==> config.mk <==
export PLATFORM = sky130hd
export DESIGN_NAME = divisor_seg_planificador
export DESIGN_NICKNAME = d
export VERILOG_FILES = /design/src/rtl/divisor_planif_pkg.sv /design/src/rtl/divisor_rr_arbiter.sv /design/src/rtl/divisor_seg_planificador.sv
export SDC_FILE = /design/constraint.sdc
export NUM_CORES = 1
export LEC_CHECK = 0
export ABC_AREA = 1
export BUFFER_PORTS_ARGS = -buffer_cell sky130_fd_sc_hd__buf_2
export CORE_MARGIN = 10
export CORE_UTILIZATION = 55
export CTS_BUF_LIST = sky130_fd_sc_hd__clkbuf_4
export DETAILED_ROUTE_END_ITERATION = 10
export PLACE_DENSITY = 0.92
export RECOVER_POWER = 50
export SLEW_MARGIN = 20
export SYNTH_ARGS = -nofsm -noshare
export SYNTH_HDL_FRONTEND = slang
export SYNTH_SLANG_ARGS = --single-unit
==> constraint.sdc <==
create_clock -name CLK -period 4.85 [get_ports CLK]
set_clock_uncertainty 0.05 [all_clocks]
set_input_delay 1.2125 -clock CLK [delete_from_list [all_inputs] [get_ports CLK]]
set_output_delay 1.2125 -clock CLK [all_outputs]
set_load 0.005 [all_outputs]
==> src/rtl/divisor_planif_pkg.sv <==
// Shared types and helpers for the divider round-robin scheduler.
//   tag_t    : per-operation tracking tag carried alongside the divider pipeline
//   latencia : divider latency in cycles for a given operand width
package divisor_planif_pkg;

  // Tag id is sized for the largest supported requester count (16).
  localparam int unsigned N_REQ_MAX = 16;
  localparam int unsigned ID_W      = $clog2(N_REQ_MAX);

  typedef struct packed {
    logic            valid;
    logic [ID_W-1:0] id;
    logic            dz;
  } tag_t;

  function automatic int unsigned latencia(input int unsigned tamanyo);
    return 2 * tamanyo + 1;
  endfunction

endpackage

==> src/rtl/divisor_rr_arbiter.sv <==
// Round-robin arbiter: one-hot grant to the first requester at or after rr_ptr.
//   CLK, RSTa : clock, async active-low reset
//   req       : request vector
//   en        : grant enable (no grant when low)
//   grant     : combinational one-hot grant
module divisor_rr_arbiter #(
  parameter int unsigned N_REQ = 4
) (
  input  logic             CLK,
  input  logic             RSTa,
  input  logic [N_REQ-1:0] req,
  input  logic             en,
  output logic [N_REQ-1:0] grant
);

  localparam int unsigned PTR_W = $clog2(N_REQ);

  logic [PTR_W-1:0] rr_ptr;
  logic [PTR_W-1:0] ptr_n;
  logic             found;
  int unsigned      idx;

  // Scan from rr_ptr with wrap-around; pointer moves just past the winner.
  always_comb begin
    grant = '0;
    ptr_n = rr_ptr;
    found = 1'b0;
    idx   = 0;
    for (int unsigned k = 0; k < N_REQ; k++) begin
      idx = 32'(rr_ptr) + k;
      if (idx >= N_REQ) idx = idx - N_REQ;
      if (en && !found && req[idx]) begin
        grant[idx] = 1'b1;
        found      = 1'b1;
        ptr_n      = (idx == N_REQ - 1) ? '0 : PTR_W'(idx + 1);
      end
    end
  end

  always_ff @(posedge CLK or negedge RSTa) begin
    if (!RSTa) rr_ptr <= '0;
    else       rr_ptr <= ptr_n;
  end

endmodule

==> src/rtl/divisor_seg_planificador.sv <==
// Round-robin scheduler sharing one fixed-latency pipelined divider among N_REQ clients.
//   CLK, RSTa                  : clock, async active-low reset
//   en                         : grant enable (drain when low)
//   req_valid/req_num/req_den  : requests, operands packed per requester
//   req_ready                  : combinational one-hot grant
//   div_start/div_num/div_den  : registered issue to divider
//   div_coc/div_res/div_done   : divider results
//   rsp_valid/rsp_coc/rsp_res/rsp_dz : registered response to owner
//   busy                       : operations outstanding
//   err_tag                    : sticky div_done / tag misalignment
module divisor_seg_planificador
  import divisor_planif_pkg::*;
#(
  parameter int unsigned TAMANYO  = 32,
  parameter int unsigned N_REQ    = 4,
  parameter int unsigned LATENCIA = latencia(TAMANYO)
) (
  input  logic                     CLK,
  input  logic                     RSTa,
  input  logic                     en,
  input  logic [N_REQ-1:0]         req_valid,
  input  logic [N_REQ*TAMANYO-1:0] req_num,
  input  logic [N_REQ*TAMANYO-1:0] req_den,
  output logic [N_REQ-1:0]         req_ready,
  output logic                     div_start,
  output logic [TAMANYO-1:0]       div_num,
  output logic [TAMANYO-1:0]       div_den,
  input  logic [TAMANYO-1:0]       div_coc,
  input  logic [TAMANYO-1:0]       div_res,
  input  logic                     div_done,
  output logic [N_REQ-1:0]         rsp_valid,
  output logic [TAMANYO-1:0]       rsp_coc,
  output logic [TAMANYO-1:0]       rsp_res,
  output logic                     rsp_dz,
  output logic                     busy,
  output logic                     err_tag
);

  logic [N_REQ-1:0]   grant;
  logic [N_REQ-1:0]   rsp_valid_n;
  logic               accept_c;
  logic               any_tag_c;
  logic               busy_c;
  logic [TAMANYO-1:0] sel_num;
  logic [TAMANYO-1:0] sel_den;
  logic [ID_W-1:0]    sel_id;
  tag_t               new_tag;
  tag_t               iss_tag;
  tag_t               tag_out;
  tag_t               tag_sr [LATENCIA];

  // Gating with RSTa keeps req_ready low throughout reset.
  divisor_rr_arbiter #(.N_REQ(N_REQ)) u_arb (
    .CLK   (CLK),
    .RSTa  (RSTa),
    .req   (req_valid),
    .en    (en & RSTa),
    .grant (grant)
  );

  assign req_ready = grant;
  assign accept_c  = |grant;

  // Operand and id mux of the granted requester.
  always_comb begin
    sel_num = '0;
    sel_den = '0;
    sel_id  = '0;
    for (int unsigned i = 0; i < N_REQ; i++) begin
      if (grant[i]) begin
        sel_num = req_num[i*TAMANYO +: TAMANYO];
        sel_den = req_den[i*TAMANYO +: TAMANYO];
        sel_id  = ID_W'(i);
      end
    end
  end

  always_comb begin
    new_tag = '0;
    if (accept_c) begin
      new_tag.valid = 1'b1;
      new_tag.id    = sel_id;
      new_tag.dz    = (sel_den == '0);
    end
  end

  // Issue register; operands hold when idle.
  always_ff @(posedge CLK or negedge RSTa) begin
    if (!RSTa) begin
      div_start <= 1'b0;
      div_num   <= '0;
      div_den   <= '0;
      iss_tag   <= '0;
    end else begin
      div_start <= accept_c;
      iss_tag   <= new_tag;
      if (accept_c) begin
        div_num <= sel_num;
        div_den <= sel_den;
      end
    end
  end

  // Tag pipeline fed from the issue stage so its output lines up with div_done.
  always_ff @(posedge CLK or negedge RSTa) begin
    if (!RSTa) begin
      for (int unsigned i = 0; i < LATENCIA; i++) tag_sr[i] <= '0;
    end else begin
      tag_sr[0] <= iss_tag;
      for (int unsigned i = 1; i < LATENCIA; i++) tag_sr[i] <= tag_sr[i-1];
    end
  end

  assign tag_out = tag_sr[LATENCIA-1];

  always_comb begin
    any_tag_c = 1'b0;
    for (int unsigned i = 0; i < LATENCIA; i++) any_tag_c = any_tag_c | tag_sr[i].valid;
  end

  assign busy_c = accept_c | iss_tag.valid | any_tag_c;

  always_comb begin
    rsp_valid_n = '0;
    for (int unsigned i = 0; i < N_REQ; i++) begin
      rsp_valid_n[i] = tag_out.valid && (tag_out.id == ID_W'(i));
    end
  end

  // Response register with divide-by-zero substitution, plus status flags.
  always_ff @(posedge CLK or negedge RSTa) begin
    if (!RSTa) begin
      rsp_valid <= '0;
      rsp_coc   <= '0;
      rsp_res   <= '0;
      rsp_dz    <= 1'b0;
      busy      <= 1'b0;
      err_tag   <= 1'b0;
    end else begin
      rsp_valid <= rsp_valid_n;
      rsp_dz    <= tag_out.valid & tag_out.dz;
      if (tag_out.valid) begin
        rsp_coc <= tag_out.dz ? '1 : div_coc;
        rsp_res <= tag_out.dz ? '0 : div_res;
      end
      busy    <= busy_c;
      err_tag <= err_tag | (div_done != tag_out.valid);
    end
  end

endmodule

# --- Yosys cells after proc, flatten, opt, wreduce, memory -nomap -nowiden ---
# Cells that the tools add are included.
classes:
  eq_ne: 8
  reduce_logical: 22
  n_addsub: 11
  mux: 49
  bitwise: 72
  order_cmp: 12
op_table:
  columns: ["op", "n"]
  rows:
  - ["$mux 32", 14]
  - ["$eq 32x2->1 const B", 4]
  - ["$ge 32x1->1 const B", 4]
  - ["$lt 32x3->1 const B", 4]
  - ["$ge 32x3->1 const B", 3]
  - ["$sub 32x3->32 const B", 3]
  - ["$or 1x1->1", 67]
  - ["$logic_not 32->1", 1]
  - ["$mux 4", 6]
  - ["$mux 2", 8]
  - ["$logic_and 1x1->1", 15]
  - ["$mux 1", 12]
  - ["$or 4x4->4", 3]
  - ["$add 2x1->2 const B", 4]
  - ["$bmux 1 s2", 4]
  - ["$demux 1 s2", 4]
  - ["$eq 4x2->1 const B", 2]
  - ["$add 2x2->3 const B", 2]
  - ["$mux 6", 1]
  - ["$eq 4x1->1 const B", 1]
  - ["$logic_not 4->1", 1]
  - ["$reduce_bool 4->1", 1]
  - ["$reduce_or 4->1", 1]
  - ["$sub 2x3->4 const B", 1]
  - ["5 further kinds", 8]
word_totals:
  input_bits: 328
  output_inout_bits: 140
  reg_bits: 534

# --- Depth between registers and ports, before layout ---
# Gate-level depths: netlist of the first run.
logic_depth:
  ltp_word: 65
  ltp_mapped: 22

# --- By module ---
# From an unflattened synthesis of the first run, not the netlist that was laid out.
hier_totals:
  cells_unflattened: 1224
  area_unflattened_um2: 14143.6
by_module_without_submodules:
  columns: ["mod", "n_inst", "seq_area_each_um2", "cells_per_inst", "area_per_inst_um2"]
  rows:
  - ["divisor_seg_planificador", 1, 9984.6, 1141, 13598.0]
  - ["divisor_rr_arbiter", 1, 50.0, 83, 545.5]

# --- Worst setup path before layout of the first run ---
# No wires, ideal clock.
synth_timing:
  path_type: "input-to-output"
  start: "input port req_valid[3]"
  end: "output port req_ready[0]"
  slack_ns: 1.171
  path_stages: 10
  arrival_ns: 2.417
  path_cell_list: "nand2_1 nand3_1 nand2_2 nand3_2 nor2_4 nand2_1 nand3_2 buf_4 buf_4 buf_2"
synth_between:
  elab_chain_len: 16
  elab_cells_between_ends: 28
  classes_between: "mux (15); bitwise (3); reduce/logical (10)"
synth_lines:
  columns: ["element", "line", "text"]
  rows:
  - ["start: declaration", "divisor_seg_planificador.sv:21", "input logic [N_REQ-1:0] req_valid,"]
  - ["$bmux 1 s2", "divisor_rr_arbiter.sv:32", "if (en && !found && req[idx]) begin"]
  - ["$mux 1 (implied by the code)", "divisor_rr_arbiter.sv:32", null]
  - ["$logic_and 1x1->1", "divisor_rr_arbiter.sv:32", null]
  - ["$mux 1", "divisor_rr_arbiter.sv:32", null]
  - ["$logic_not 1->1", "divisor_rr_arbiter.sv:32", null]
  - ["$logic_and 1x1->1 (2 in a row)", "divisor_rr_arbiter.sv:32", null]
  - ["$mux 1", "divisor_rr_arbiter.sv:32", null]
  - ["$logic_not 1->1", "divisor_rr_arbiter.sv:32", null]
  - ["$logic_and 1x1->1 (2 in a row)", "divisor_rr_arbiter.sv:32", null]
  - ["$mux 1", "divisor_rr_arbiter.sv:32", null]
  - ["$logic_not 1->1", "divisor_rr_arbiter.sv:32", null]
  - ["$logic_and 1x1->1 (2 in a row)", "divisor_rr_arbiter.sv:32", null]
  - ["$mux 4 (*)", "divisor_rr_arbiter.sv:32", null]
  - ["end: declaration", "divisor_seg_planificador.sv:24", "output logic [N_REQ-1:0] req_ready,"]
# Mark *: on every way between the ends. The rest lies on a longest branch, timed or not. The select of a mux whose other input is x is not followed.

# --- Final worst setup path of the first run ---
layout_timing:
  start: "register u_arb.rr_ptr[0]"
  end: "output port req_ready[1]"
layout_between:
  elab_chain_len: 18
  elab_cells_between_ends: 63
  classes_between: "add/sub (7); order compare (12); mux (27); bitwise (3); reduce/logical (14)"
layout_lines:
  columns: ["element", "line", "text"]
  rows:
  - ["start: declaration", "divisor_rr_arbiter.sv:18", "logic [PTR_W-1:0] rr_ptr;"]
  - ["start signal: assignment", "divisor_rr_arbiter.sv:42", "else rr_ptr <= ptr_n;"]
  - ["parallel branches: the longest is 17 deep, another holds $sub 32x3->32", null, null]
  - ["$mux 4 (*)", "divisor_rr_arbiter.sv:32", null]
# Mark *: on every way between the ends. The select of a mux whose other input is x is not followed.

==> run metrics, run 1 <==
vias in the first global route=12,821; Fin. Hold Viols=0; maximum clock frequency=0.2265 GHz; Synth Instances=1,214; Die Ht=181.3 um; Clock Sinks=401; synth top area cells=dfrtp_1, nand3_1, nand2_1; failing checks=capacitance limit, slew limit; Top-Level Pins=468; design area=18,080 um2; leak pwr=10.06 nW; # fillers=1,817; Net Count, Synth=1,549; Cell variety after synth=36; maximum clock path buffer count=3; CP bufs+invs=3; grt ovf=0; Tightest Pin Transition=2.724 ns; data required time of the worst path=3.59 ns; Post-CTS Repair Setup Buffers=0; most used cell along the critical path=nand3_4; power density cells=576.9 nW/um2; cell area after synthesis=14,310 um2; CP peak stage delay=0.64 ns; hold_buf cts=0; final std cells w/o fill=2,139; Yosys reg bits=401; vias per cell=5.630; share of layout cells above drive strength 1=36.71%; Worst Path Arrival=3.15 ns; RSZ-0062 raised after global routing=false; critical path peak fanout=18; Routed Antenna Nets=0; RePlAce Congestion=1.001; floorplan core area=25,400 um2; Post-Route Utilization=71.20%; Crit Path Class=reg -> out; DP HPWL=39,090 um; initial antenna violation count=15; Top FF cell, synth=dfrtp_1; Fin Hold WS=0.2617 ns; initial core utilization=56.35%; Post-synth EDFFs=0; IO Port Bufs=467; TNS Setup=0 ns; placed cell count=1,959; Final Cycle Share=91.01%; Die Area=32,880 um2; critical path endpoint category=output pin; cell taking the most area after synthesis=dfrtp_1; Num CTS Buffers=95; CP startpoint kind=register; cell-by-cell trace of the critical path=inv_4 -> ha_1 -> inv_1 -> nand3_1 -> nand2_1 -> nand3_4 -> nor2_4 -> nand2_2 -> nand3_4 -> buf_2; Yosys Warn Count=0; Synth async-reset ratio=100.0%; HP Class=reg -> reg; die width=181.3 um; Max Cap Viol=5; number of setup violations in the final report=0; Multi-input gate area=3726 um2; sequential share of the synthesized area=70.11%; wire per inst=24.71 um; Global Route Usage Sum=30.80%; P&R area growth vs syn=26.35%; relative slew slack=-81.60%; Post-DP Area=16,860 um2; clock root buffer=clkbuf_4; fin. max-slew vios=296; Post-Syn Area per Cell=11.79 um2; largest net degree at the start of global routing=216; Skew-Pair Late Insertion Delay=0.70 ns; number of DRC markers in iteration 0=1,305; Worst path top cell family by delay=simple AND/OR/NAND/NOR gates; H-tree Lvls=3; Slowest cell on crit path=dfrtp_1; first-pass GRT wire length=77,650 um; VDD IR max=330.7 uV; # nets final=2,062; Register Area=10,030 um2; FP Rows=58; CTS tree=done; area share of the largest cell type after synthesis=70.11%; Gates resized, CTS repair=0; via count=12,043; clk slew on worst S/H paths=0.06 ns; final wirelength=52,870 um; status=complete, but fails checks; residual DRC count=0; Detailed Routing Iterations Pass 1=6; Period minus WS final=4.414 ns
[state kept, by name, indices dropped and copies added, names as in the netlist]
name,count
div_den,32
div_start,1
rsp_res,32
rsp_valid,4
rsp_coc,32
rsp_dz,1
div_num,32
err_tag,1
busy,1
tag_out,4
tag_sr,256
u_arb.rr_ptr,2
iss_tag,3
[power breakdown]
group	internal, W	switching, W
Combinational	0.00109	0.00202
Sequential	0.00421	0.000451
Clock	0.00134	0.00131
Total	0.00665	0.00379
[through the flow]
step,worst slack (ns),power (W)
after CTS,0.3720,0.01046
after detailed placement,0.8062,0.007768
after global placement,0.8797,0.007665
after global routing,0.1558,0.01108
after floorplan,1.171,0.006425
final,0.4358,0.01043
[cells in the final DEF, fill, tap and decap left out, types with 2 or more instances in the layout]
cell type / instances
nand4_1: 4
nand2_1: 180
clkbuf_4: 134
nor2_2: 3
nor4_1: 16
clkbuf_2: 2
diode_2: 14
or2_0: 10
ha_1: 7
nand3_4: 3
nor2_4: 4
a21oi_1: 77
nor3_1: 9
o22a_1: 32
clkinv_2: 2
o22ai_1: 5
nand2_2: 7
inv_1: 33
buf_2: 466
dfrtp_1: 401
clkbuf_1: 3
a22o_1: 32
inv_4: 2
or2_1: 8
inv_2: 2
o21ai_0: 39
nand3_2: 6
o21ai_1: 12
buf_4: 17
clkinv_1: 22
inv_6: 4
nor2_1: 23
nand3_1: 217
[Yosys cell counts, types with 10 or more instances]
| library cell | count |
|---|---|
| nor2_1 | 24 |
| nand3_1 | 217 |
| nand2_1 | 180 |
| o21ai_1 | 12 |
| o21ai_0 | 39 |
| o22a_1 | 32 |
| dfrtp_1 | 401 |
| clkbuf_1 | 30 |
| buf_2 | 22 |
| a21oi_1 | 77 |
| or2_0 | 10 |
| inv_1 | 33 |
| nor4_1 | 16 |
| a22o_1 | 32 |
[metal layers]
layer / vias up / wire length (um) / GRT usage (%)
met5: - / 0 / 0
met4: 0 / 1899 / 13.28
met3: 104 / 5234 / 9.191
met2: 718 / 26330 / 50.99
met1: 5972 / 19400 / 36.72
li1: 5249 / - / -
[area by class of cell]
class | instances | share of cell area (%)
antenna | 14 | 0.1937
inverter | 37 | 0.7957
multi-input combinational | 701 | 20.60
clock inverter | 31 | 1.003
clock buffer | 134 | 5.563
timing repair buffer | 491 | 14.07
sequential | 401 | 55.49
tap | 330 | 2.283
[logic make-up after synthesis]
| group | after synthesis | synth area share [%] |
|---|---|---|
| AO/OA/AOI/OAI | 202 | 8.900 |
| adder cells (fa/ha/maj) | 7 | 0.6119 |
| buffers and inverters | 112 | 3.873 |
| flip-flops | 401 | 70.11 |
| AND/OR/NAND/NOR | 492 | 16.50 |
[path summary, 6_finish.rpt]
kind,start,end,slack (ns),depth (start not counted)
setup / recovery,u_arb.rr_ptr[0],req_ready[1],0.44,10
hold / removal,tag_sr[276],tag_sr[270],0.26,0
setup reg to reg,u_arb.rr_ptr[0],iss_tag[0],1.13,20
hold reg to reg,tag_sr[276],tag_sr[270],0.26,0
max in group asynchronous,RSTa,div_den[21],1.47,2
min in group asynchronous,RSTa,rsp_coc[10],0.34,1
Note: power is estimated with default switching activity, not from simulation.
==> run 2, diff against run 1 <==
- PLACE_DENSITY: 0.92 -> 0.86
==> run 2 against run 1 <==
Compared with the run above:
- the run still ends with capacitance limit, slew limit left
- worst hold slack worse by 0.0077 ns
- global-route usage shrank 1.7 points
- fmax down 1.2%
- register-to-register slack got worse by 0.04 ns
- final area barely moved
- first-iteration DRC count is 24% lower
- die area unchanged
- non-clock buffer count down 1
- routed wire length is 6.7% lower
- total power down 0.63%
- critical endpoint is now req_ready[3]
- highest routed layer unchanged
==> run metrics, run 2 (same netlist as run 1, synthesis figures left out) <==
Final Cycle Share=92.09%; critical path endpoint category=output pin; maximum clock path buffer count=3; R2R depth=5; Worst Path Arrival=3.20 ns; DP HPWL=36,530 um; status=complete, but fails checks; fin. max-slew vios=186; IO Port Bufs=467; first-pass GRT wire length=74,080 um; relative slew slack=-53.14%; Detailed Routing Iterations Pass 1=5; TNS Setup=0 ns; Global Route Usage Sum=29.14%; hold_buf cts=0; CTS tree=done; clock root buffer=clkbuf_4; RSZ-0062 raised after global routing=false; initial core utilization=56.35%; Die Ht=181.3 um; worst hold start=tag_sr[13]; Crit Path Class=reg -> out; number of DRC markers in iteration 0=986; initial antenna violation count=14; leak pwr=10.07 nW; Period minus WS final=4.466 ns; residual DRC count=0; Top-Level Pins=468; data required time of the worst path=3.59 ns; # fillers=1,889; Gates resized, CTS repair=0; number of setup violations in the final report=0; RePlAce Congestion=0.9900; floorplan core area=25,400 um2; Largest register FFs=256; Routed Antenna Nets=0; VDD IR max=392.5 uV; critical path peak fanout=16; Hold Path End=tag_sr[7]; FP Rows=58; # nets final=2,060; Max Cap Viol=4; die width=181.3 um; Die Area=32,880 um2; failing checks=capacitance limit, slew limit; Post-CTS Repair Setup Buffers=0; HP Class=reg -> reg; largest net degree at the start of global routing=93; share of layout cells above drive strength 1=36.69%; r2r setup slk=1.09 ns; Fin. Hold Viols=0; Top reg by flops=tag_sr; Num CTS Buffers=94; Multi-input gate area=3726 um2; setup ws final=0.3838 ns; final wirelength=49,340 um; maximum clock frequency=0.2239 GHz; Total Power=0.01037 W; Place WS=0.8486 ns; Tightest Pin Transition=2.297 ns; WHS Path Cells=0; reg-to-reg critical path startpoint=tag_out[5]; via count=11,698; wire per inst=23.06 um; Post-Route Utilization=71.22%; Post-DP Area=16,850 um2; power density cells=573.1 nW/um2; most frequent cells in the layout=buf_2, dfrtp_1, nand3_1; Register Area=10,030 um2; Clock Sinks=401; CP startpoint kind=register; commonest non-fill, non-tap cell in the layout=buf_2; H-tree Lvls=3; vias in the first global route=12,436; vias per cell=5.466; clk slew on worst S/H paths=0.07 ns; FF-to-FF End=rsp_coc[1]; grt ovf=0; Skew-Pair Late Insertion Delay=0.72 ns; design area=18,090 um2; P&R area growth vs syn=26.39%
==> run 2: cell types whose count changed in the layout (fill, tap and decap cells not counted), sizes merged <==
cell | before | now
clkinv | 25 | 28
clkinvlp | 1 | 0
inv | 41 | 40
==> run 2: cell type report <==
type,instances,share of cell area [%]
Sequential cell,401,55.47
Multi-Input combinational cell,701,20.60
Timing Repair Buffer,490,13.94
Clock buffer,135,5.602
Tap cell,330,2.282
Clock inverter,32,1.114
Inverter,37,0.7954
Antenna cell,14,0.1937
==> run 2: metrics by stage <==
step | hold slack (ns) | instances
finish | 0.2540 | 2140
global placement | 0.2830 | 1959
CTS | 0.2455 | 2126
global route | 0.2391 | 2139
floorplan | 0.2812 | 1214
detailed placement | 0.2847 | 1959
==> run 2: worst max-delay path by stage <==
| stage | endpoint | depth (start not counted) | from | slack [ns] |
|---|---|---|---|---|
| final | req_ready[3] | 10 | u_arb.rr_ptr[0] | 0.38 |
| after global routing | req_ready[3] | 10 | u_arb.rr_ptr[0] | 0.1 |
| after CTS | req_ready[3] | 10 | u_arb.rr_ptr[0] | 0.31 |
| after detailed placement | req_ready[3] | 8 | RSTa | 0.85 |
| after global placement | req_ready[3] | 8 | RSTa | 0.89 |
| after floorplan | req_ready[0] | 10 | req_valid[3] | 1.17 |
==> run 2: power by group <==
group | switching, W | internal (W) | total (W)
registers | 0.000423 | 0.00421 | 0.00463
logic | 0.00196 | 0.00109 | 0.00305
clock network | 0.00133 | 0.00136 | 0.00268
total | 0.00371 | 0.00666 | 0.0104
==> run 2: worst max-delay path, cell delays in order (launching register included) <==
cell and delay, ns:
dfrtp_1 0.64, inv_4 0.15, ha_1 0.38, inv_1 0.15
nand3_1 0.09, nand2_1 0.13, nand3_4 0.11, nor2_4 0.16
nand2_1 0.11, nand3_2 0.31, buf_2 0.25
==> run 2: per-layer routing <==
metal,share of wire [%],vias up,global-route usage (%)
li1,-,5244,-
met1,38,5731,35.01
met2,49,641,47.20
met3,10,82,10.05
met4,3.6,0,11.98
met5,0,-,0
==> run 3, diff against run 2 <==
- PLACE_DENSITY: 0.86 -> 0.85
==> run 3 against run 2 <==
Compared with the run above:
- the flow still finishes with violations (capacitance limit, slew limit)
- first-iteration DRC count decreased by 3.1%
- die area did not move
- via count is 0.17% higher
- critical path depth unchanged
- sequential power hardly changed
- combinational power down 2%
- flip-flop and latch count unchanged
- core utilization decreased by 0.11 points
- clock power is 2% higher
- worst setup slack better by 0.010 ns
- critical path type unchanged
- largest cell class unchanged
- largest power group unchanged
==> run metrics, run 3 (same netlist as run 1, synthesis figures left out) <==
clock root buffer=clkbuf_4; Die Area=32,880 um2; final wirelength=47,870 um; initial antenna violation count=14; worst hold start=tag_sr[56]; Post-CTS Repair Setup Buffers=0; Crit Path Class=reg -> out; leak pwr=10.06 nW; FP Rows=58; residual DRC count=0; critical path endpoint category=output pin; floorplan core area=25,400 um2; final std cells w/o fill=2,134; maximum clock frequency=0.2244 GHz; Clock Sinks=401; # fillers=1,886; Post-DP Area=16,820 um2; maximum clock path buffer count=3; relative slew slack=-66.08%; Largest register FFs=256; most frequent cells in the layout=buf_2, dfrtp_1, nand3_1; number of setup violations in the final report=0; Tightest Pin Transition=2.491 ns; sw power=0.003709 W; RSZ-0062 raised after global routing=false; grt ovf=0; Slowest cell on crit path=dfrtp_1; clk slew on worst S/H paths=0.08 ns; IO Port Bufs=467; Top-Level Pins=468; internal power=0.006686 W; Worst Path Arrival=3.19 ns; vias in the first global route=12,407; placed cell count=1,954; WHS Path Cells=0; HP Class=reg -> reg; P&R area growth vs syn=26.20%; R2R depth=6; Max Cap Viol=5; Sequential Power Share=44.8%; failing checks=capacitance limit, slew limit; CTS tree=done; Num CTS Buffers=95; Top reg by flops=tag_sr; data required time of the worst path=3.59 ns; reg-to-reg critical path startpoint=tag_out[5]; design area=18,060 um2; number of DRC markers in iteration 0=955; initial core utilization=56.35%; r2r setup slk=0.75 ns; commonest non-fill, non-tap cell in the layout=buf_2; die width=181.3 um; Hold Path End=tag_sr[50]; cell-by-cell trace of the critical path=inv_4 -> ha_1 -> inv_1 -> nand3_1 -> nand2_1 -> nand3_4 -> nor2_4 -> nand2_2 -> nand3_4 -> buf_2; RePlAce Congestion=0.9795; CP peak stage delay=0.65 ns; Clk pwr share=26.3%; vias per cell=5.491; VDD IR max=305.3 uV; wire per inst=22.43 um; status=complete, but fails checks; hold_buf cts=0; Skew-Pair Late Insertion Delay=0.74 ns; Final Cycle Share=91.88%; largest net degree at the start of global routing=194; switching portion of total power=35.68%; Die Ht=181.3 um; TNS Setup=0 ns; FF-to-FF End=rsp_coc[23]; most used cell along the critical path=nand3_4; CP startpoint kind=register; # nets final=2,056; share of layout cells above drive strength 1=36.60%; power density cells=575.5 nW/um2; first-pass GRT wire length=72,930 um; Logic pwr share=28.9%; fin. max-slew vios=473; Routed Antenna Nets=0; Global Route Usage Sum=28.38%; critical path peak fanout=22; DP HPWL=34,980 um; H-tree Lvls=3; Post-Route Utilization=71.11%; Detailed Routing Iterations Pass 1=5; Fin. Hold Viols=0; Period minus WS final=4.456 ns; via count=11,718; Gates resized, CTS repair=0
## run 3: power groups by stage
stage                     sequential (W)  clock [W]  combinational, W
after floorplan                  0.00455          0           0.00188
after global placement           0.00466          0           0.00291
after CTS                        0.00466    0.00281           0.00300
after detailed placement         0.00468          0           0.00299
after global routing             0.00473    0.00301           0.00333
final                            0.00465    0.00274           0.00300
## run 3: final cells by class
class / instances / area (um2) / share of cell area [%]
Sequential cell: 401 / 10030 / 55.56
Multi-Input combinational cell: 701 / 3726 / 20.63
Timing Repair Buffer: 485 / 2471 / 13.68
Clock buffer: 134 / 1006 / 5.569
Tap cell: 330 / 412.9 / 2.286
Clock inverter: 37 / 245.2 / 1.358
Inverter: 37 / 143.9 / 0.7966
Antenna cell: 9 / 22.52 / 0.1247
## run 3: worst max-delay path by stage
stage                    start      endpoint  cells past startpoint
2_1_floorplan     req_valid[3]  req_ready[0]                     10
3_3_place_gp              RSTa  req_ready[2]                      8
3_5_place_dp              RSTa  req_ready[2]                      8
4_1_cts        u_arb.rr_ptr[0]  req_ready[2]                     10
5_1_grt        u_arb.rr_ptr[0]  req_ready[2]                     10
6_report       u_arb.rr_ptr[0]  req_ready[2]                     10
## run 3: layer usage
metal  vias to the layer above  GRT usage, %  wire [um]
met3                        88         8.691       4737
met4                         2         10.25       1374
met2                       690         46.83      23860
met5                         -             0         13
met1                      5706         34.64      17890
li1                       5232             -          -
## run 3: worst max-delay path, delay by kind of cell (launching register included)
family                     cells  cell delay, ns
and+or+nand+nor                6            0.94
DFF                            1            0.65
adders and majority gates      1            0.38
buffers and inverters          3            0.50
## run 3: per-stage QoR
step	power, W	hold WS, ns	setup WS (ns)
floorplan	0.006425	0.2812	1.171
global placement	0.007575	0.2815	0.9685
detailed placement	0.007670	0.2847	0.8816
CTS	0.01047	0.2391	0.3909
global route	0.01106	0.2112	0.2139
finish	0.01039	0.2686	0.3939
